## src/rtl/iterative_divider.sv

```systemverilog
// iterative_divider: multi-cycle restoring divider for MIPS DIV/DIVU.
// Computes one quotient bit per clock. The quotient is LO and the remainder is HI.
// Optional feature macro: SIGNED_DIV_EN (signed DIV support). When it is
// undefined, every division is unsigned and is_signed is ignored.
//
// Handshake: start is sampled on a rising edge only while busy==0, that is in
// IDLE or DONE. Sampling start in DONE allows back-to-back divisions. An
// accepted start captures dividend, divisor and is_signed. busy stays high for
// the WIDTH iteration cycles. done is high for exactly one cycle; during that
// cycle quotient, remainder and div_by_zero are valid. The results then hold
// until the next division completes.
module iterative_divider #(
  parameter int WIDTH = 32,
  parameter int CNT_W = 6
) (
  input  logic             clk,
  input  logic             rst_n,
  input  logic             start,
  input  logic             is_signed,
  input  logic [WIDTH-1:0] dividend,
  input  logic [WIDTH-1:0] divisor,
  output logic             busy,
  output logic             done,
  output logic             div_by_zero,
  output logic [WIDTH-1:0] quotient,
  output logic [WIDTH-1:0] remainder
);

  typedef enum logic [1:0] {
    IDLE = 2'd0,
    CALC = 2'd1,
    DONE = 2'd2
  } state_t;

  state_t           state, state_n;
  logic [CNT_W-1:0] cnt;
  logic [WIDTH-1:0] p;        // partial remainder, always < divisor
  logic [WIDTH-1:0] q;        // dividend shifting out, quotient shifting in
  logic [WIDTH-1:0] d;        // captured divisor magnitude
  logic             accept;
  logic             last;
  logic             zero_div;
  logic [WIDTH:0]   p_shift;
  logic [WIDTH:0]   p_trial;
  logic [WIDTH-1:0] p_next;
  logic [WIDTH-1:0] q_next;
  logic [WIDTH-1:0] a_mag;
  logic [WIDTH-1:0] b_mag;
  logic [WIDTH-1:0] q_fin;
  logic [WIDTH-1:0] r_fin;

  assign accept   = start && (state != CALC);
  assign last     = (cnt == CNT_W'(WIDTH - 1));
  assign zero_div = (divisor == '0);
  assign busy     = (state == CALC);
  assign done     = (state == DONE);

  // One restoring step: shift {P,Q} left, then trial-subtract the divisor.
  always_comb begin
    p_shift = {p, q[WIDTH-1]};
    p_trial = p_shift - {1'b0, d};
    if (!p_trial[WIDTH]) begin
      p_next = p_trial[WIDTH-1:0];
      q_next = {q[WIDTH-2:0], 1'b1};
    end else begin
      p_next = p_shift[WIDTH-1:0];
      q_next = {q[WIDTH-2:0], 1'b0};
    end
  end

`ifdef SIGNED_DIV_EN
  logic neg_q;
  logic neg_r;

  // Signed DIV divides magnitudes. The final quotient and remainder are negated afterwards.
  always_comb begin
    a_mag = (is_signed && dividend[WIDTH-1]) ? (~dividend + 1'b1) : dividend;
    b_mag = (is_signed && divisor[WIDTH-1])  ? (~divisor + 1'b1)  : divisor;
    q_fin = neg_q ? (~q_next + 1'b1) : q_next;
    r_fin = neg_r ? (~p_next + 1'b1) : p_next;
  end

  // Remember the sign fix-ups at capture; the remainder follows the dividend sign.
  always_ff @(posedge clk or negedge rst_n) begin
    if (!rst_n) begin
      neg_q <= 1'b0;
      neg_r <= 1'b0;
    end else if (accept) begin
      neg_q <= is_signed && (dividend[WIDTH-1] ^ divisor[WIDTH-1]);
      neg_r <= is_signed && dividend[WIDTH-1];
    end
  end
`else
  logic unused_is_signed;
  assign unused_is_signed = is_signed;

  // Unsigned-only build: operands and results pass straight through.
  always_comb begin
    a_mag = dividend;
    b_mag = divisor;
    q_fin = q_next;
    r_fin = p_next;
  end
`endif

  // State register.
  always_ff @(posedge clk or negedge rst_n) begin
    if (!rst_n) begin
      state <= IDLE;
    end else begin
      state <= state_n;
    end
  end

  // Next-state logic. A zero divisor skips the iterations entirely.
  always_comb begin
    state_n = state;
    case (state)
      IDLE, DONE: begin
        if (start) begin
          state_n = zero_div ? DONE : CALC;
        end else begin
          state_n = IDLE;
        end
      end
      CALC: begin
        if (last) begin
          state_n = DONE;
        end
      end
      default: state_n = IDLE;
    endcase
  end

  // Datapath: capture on accept, iterate in CALC, and load the results on entry to DONE.
  always_ff @(posedge clk or negedge rst_n) begin
    if (!rst_n) begin
      cnt         <= '0;
      p           <= '0;
      q           <= '0;
      d           <= '0;
      quotient    <= '0;
      remainder   <= '0;
      div_by_zero <= 1'b0;
    end else if (accept) begin
      cnt <= '0;
      p   <= '0;
      q   <= a_mag;
      d   <= b_mag;
      if (zero_div) begin
        quotient    <= '1;
        remainder   <= dividend;
        div_by_zero <= 1'b1;
      end
    end else if (state == CALC) begin
      cnt <= cnt + 1'b1;
      p   <= p_next;
      q   <= q_next;
      if (last) begin
        quotient    <= q_fin;
        remainder   <= r_fin;
        div_by_zero <= 1'b0;
      end
    end
  end

endmodule
```

## config.mk

```make
export PLATFORM = sky130hd
export DESIGN_NAME = iterative_divider
export DESIGN_NICKNAME = d
export VERILOG_FILES = /design/src/rtl/iterative_divider.sv
export SDC_FILE = /design/constraint.sdc
export NUM_CORES = 1
export LEC_CHECK = 0
export CAP_MARGIN = 20
export CORE_UTILIZATION = 40
export DETAILED_ROUTE_END_ITERATION = 12
export RECOVER_POWER = 50
export SYNTH_ARGS = -nofsm -noshare
export SYNTH_HDL_FRONTEND = slang
export SYNTH_SLANG_ARGS = --single-unit
```

## constraint.sdc

```tcl
create_clock -name clk -period 2.7 [get_ports clk]
set_input_delay 0.54 -clock clk [delete_from_list [all_inputs] [get_ports clk]]
set_output_delay 0.54 -clock clk [all_outputs]
set_load 0.005 [all_outputs]
```

Word-level counts from Yosys, hierarchy flattened
Index checks and enable logic that the tools add are counted.
- register bits: 169
- output and inout bits: 67
- add/subtract/negate cells: 2
- equality and inequality tests: 6
- muxes and demuxes: 24
- reduce and logical (&&, ||, !) cells: 7
- operators by type and width (operator ; number):
    $mux 32 ; 13
    $sub 33x32->33 ; 1
    $logic_not 32->1 ; 1
    $mux 6 ; 2
    $add 6x1->6 const B ; 1
    $eq 6x5->1 const B ; 1
    $mux 2 ; 3
    $ne 2x1->1 const B ; 3
    $mux 1 ; 5
    $pmux 2 s2 ; 1
    $reduce_bool 2->1 ; 2
    $reduce_and 3->1 ; 1
    $eq 2x1->1 const B ; 1
    $eq 2x2->1 const B ; 1
    $logic_not 2->1 ; 1
    $reduce_or 2->1 ; 1
    $logic_and 1x1->1 ; 1

Depth between registers and ports, before layout
- depth after elaboration: 5
- depth in mapped cells: 14
- depth with buffers taken out: 12

Least setup slack after synthesis
OpenSTA, ideal clock, no wires.
- path type: reg-to-reg
- start point: register q[31]
- end point: register p[29]
- setup time: 0.069 ns
- arrival time: 2.750 ns
- data required time: 2.631 ns
- slack: -0.119 ns
- cell stages (with the launch flop): 14
- clock period less this slack: 2.819 ns
- path through: dfrtp_1 inv_1 ha_1 fa_1 nand2b_1 a21oi_1 o21a_1 o21ai_2 a21o_1 and3_1 or2_1 buf_6 or4_1 nand3_1
- longest elaborated chain between the ends: 4
- ends and longest elaborated chain (what ; line ; source):
    from (decl) ; 38 ; logic [WIDTH-1:0] q;
    from (signal assigned) ; 148 ; q <= a_mag;
    from (signal assigned) ; 158 ; q <= q_next;
    $sub 33x32->33 ; 61 ; p_trial = p_shift - {1'b0, d};
    $mux 32 ; 62 ; if (!p_trial[WIDTH]) begin
    $mux 32 ; 155 ; end else if (state == CALC) begin
    $mux 32 ; 145 ; end else if (accept) begin
    to (signal assigned) ; 157 ; p <= p_next;
    to (decl) ; 37 ; logic [WIDTH-1:0] p;
No other way between the ends. The select of a mux whose other input is x is not followed.
A chain may end at the register's enable or synchronous reset.

Worst setup path after layout
Ends and elaborated chain as after synthesis.

==> metrics.csv <==
metric,value,unit
initial_utilization,41.3,%
yosys-top-cells-count,"169 x dfrtp_1, 158 x o21ai_0, 141 x nand2_1, 60 x a21oi_1, 56 x mux2i_1",
wl_met1,12100,um
met2_length,12900,um
cpPeakStageDelay,0.48,ns
synth_flop_cell,dfrtp_1,
io_buffer_count,133,
die_w,153,um
critPathMaxFanout,8,
skew,0.0128,ns
syn_area,0.00912,mm2
crit_chain,inv_2 -> ha_4 -> fa_2 -> nand2b_4 -> a21oi_4 -> o21a_1 -> o21ai_2 -> a21o_1 -> and3_4 -> or2_4 -> buf_12 -> or4_4 -> nand3_2,
finalWirelength,26200,um
p_leak,5.71,nW
io-pin-count,135,
finalSetupViolCount,59,
synth_edf_count,0,
violations,"capacitance limit, slew limit, setup timing",
cts-htree-levels,4,
syn_nets,1118,
cp_slowest_cell,or4_4,
num-fill-cells,1933,
yosys.area.top_type,dfrtp_1,
drive_gt1_share,23.2,%
peakVddDrop,0.890,mV
track_usage,23.0,%
cts_hold_buf,0,
die_y,153,um
drtPass1Iterations,5,
dr_wl_met3,808,um
cts_tree,done,
path_class,reg -> reg,
num_antenna_cells,0,
grt_max_degree,66,
outcome,finished with violations,
dr.max_layer_used,met4,
fin_ws,-0.206,ns
drc,0,
arrival,3.28,ns
final_max_slew_viol_count,66,
reg2reg_slack,-0.21,ns
switching_power,8.88,mW
slew-limit-headroom,-13.2,%
final_cell_area,0.0131,mm2
critPathLaunchType,register,
finalSetupTns,-6.80,ns
die-area,0.0234,mm2
core-area,0.0221,mm2
cts_sinks,169,
syn_inst,1016,
hold_violations,0,
root_buffer,clkbuf_16,
netlist.area_leader.share,46.4,%
synth.distinct_cells,57,
pwr-share-seq,20.7,%
placedInstanceArea,0.0120,mm2
async_flop_share,100,%
synthMostInstantiatedCell,dfrtp_1,
p_clk_share,11.8,%
numCtsBuffers,17,
worstMarginPinSlew,1.70,ns
rows,54,
antenna_found_initial,0,
syn_avg_cell_area,8.97,um2
hold_path_class,reg -> reg,
num_vias,8354,
max_freq,344,MHz
syn2layout_area_growth,44.0,%
drtIter0Drc,400,
rsz0062_at_grt,true,
min_period,2.91,ns
pwr-share-comb,67.4,%
internal_power,12.3,mW
viasPerCell,5.24,
cp.required,3.07,ns
cp-end-kind,register,
grt_pass1_wl,42600,um
sw_frac_of_total,42.0,%
worstSkewPairLatency,0.45,ns
wire_per_inst,16.4,um
ys_seq_elements,169,
period_share,108,%
overflow,0,
power-per-cell-area,1610,mW/mm2
ant_nets,0,
globalplace.congestion,0.846,
grt_pass1_vias,8254,
path_clk_slew,0.08,ns
cts_buffer_depth,2,
ys_warn_count,0,
netlist_top_cells_area,"dfrtp_1 46%, o21ai_0 8.7%, mux2i_1 6.1%",
holdWs,0.482,ns
dp_hpwl,19100,um
ys_seq_area_share,46.4,%
drv_cap,1,
fin_nets,1404,
-- sequential cells by signal (all words and copies together) (netlist names) --
name and flops:
cnt 6, div_by_zero 1, quotient 32, q 32
d 32, p 32, state 2, remainder 32
-- critical path, delay by kind of cell, from the launching register on --
kind	cells	cell delay [ns]
fa+ha+maj	2	0.51
flops	1	0.38
buf+inv	2	0.22
compound gates	4	0.60
simple gates	5	1.14
-- routing by layer --
layer / global-route usage [%] / vias to the layer above
met5: 0 / -
met4: 5.29 / 0
met3: 3.83 / 25
met2: 38.7 / 166
met1: 31.0 / 4023
li1: - / 4140
-- per-stage QoR --
stage | cells | worst slack (ns) | total power [mW] | utilization (%)
finish | 1595 | -0.206 | 21.2 | 59.4
global route | 1595 | -0.345 | 22.7 | 59.4
CTS | 1591 | -0.257 | 20.4 | 58.5
detailed placement | 1556 | -0.367 | 16.5 | 54.5
global placement | 1556 | -0.401 | 16.3 | 54.5
floorplan | 1016 | 0.00787 | 11.0 | -
-- layout make-up --
class	instances	area (um2)	share of cell area [%]
Clock buffer	17	425	3.24
Sequential cell	169	4230	32.2
Tap cell	280	350	2.67
Timing Repair Buffer	329	2910	22.1
Clock inverter	15	171	1.31
Inverter	43	161	1.23
Multi-Input combinational cell	742	4880	37.2
-- worst paths after layout --
kind	endpoint	start	depth (start not counted)
min	quotient[7]	quotient[7]	2
min reg2reg	quotient[7]	quotient[7]	2
min in group asynchronous	d[9]	rst_n	1
max in group asynchronous	q[21]	rst_n	2
max	p[29]	q[31]	13
max reg2reg	p[29]	q[31]	13
-- layout by cell type (no fill, tap or decap), drive strengths merged, types with 12 or more instances in the layout --
master         Yosys  routed
or3               27      27
a21oi             62      62
a31oi             12      12
nand2b            12      12
clkdlybuf4s50      0     131
inv               41      52
ha                33      33
nand3             37      37
xnor2             17      17
o21ai            168     168
nor2              55      55
buf               16     194
mux2i             56      56
nand2            141     141
dfrtp            169     169
clkbuf            46      21
-- power groups by stage --
stage	registers, mW	clock network (mW)	logic, mW
final	4.39	2.51	14.3
after global routing	4.51	2.65	15.5
after CTS	4.38	2.54	13.5
after detailed placement	4.40	0	12.1
after global placement	4.39	0	11.9
after floorplan	4.26	0	6.71
-- cells by family after synthesis --
kind of cell    share of synthesized area [%]
flops                                    46.4
buf+inv                                  4.83
fa+ha+maj                                4.75
xor+xnor                                 2.59
compound gates                           18.4
mux                                      6.52
simple gates                             16.5
-- timing repair --
item / in CTS / in global routing
gates resized for setup: 65 / 39
cloned: 1 / 0
pin swaps: 24 / 19
endpoints found under the setup margin: 66 / 66
buffers inserted: 2 / 6
Power figures use the tool's default switching activity.
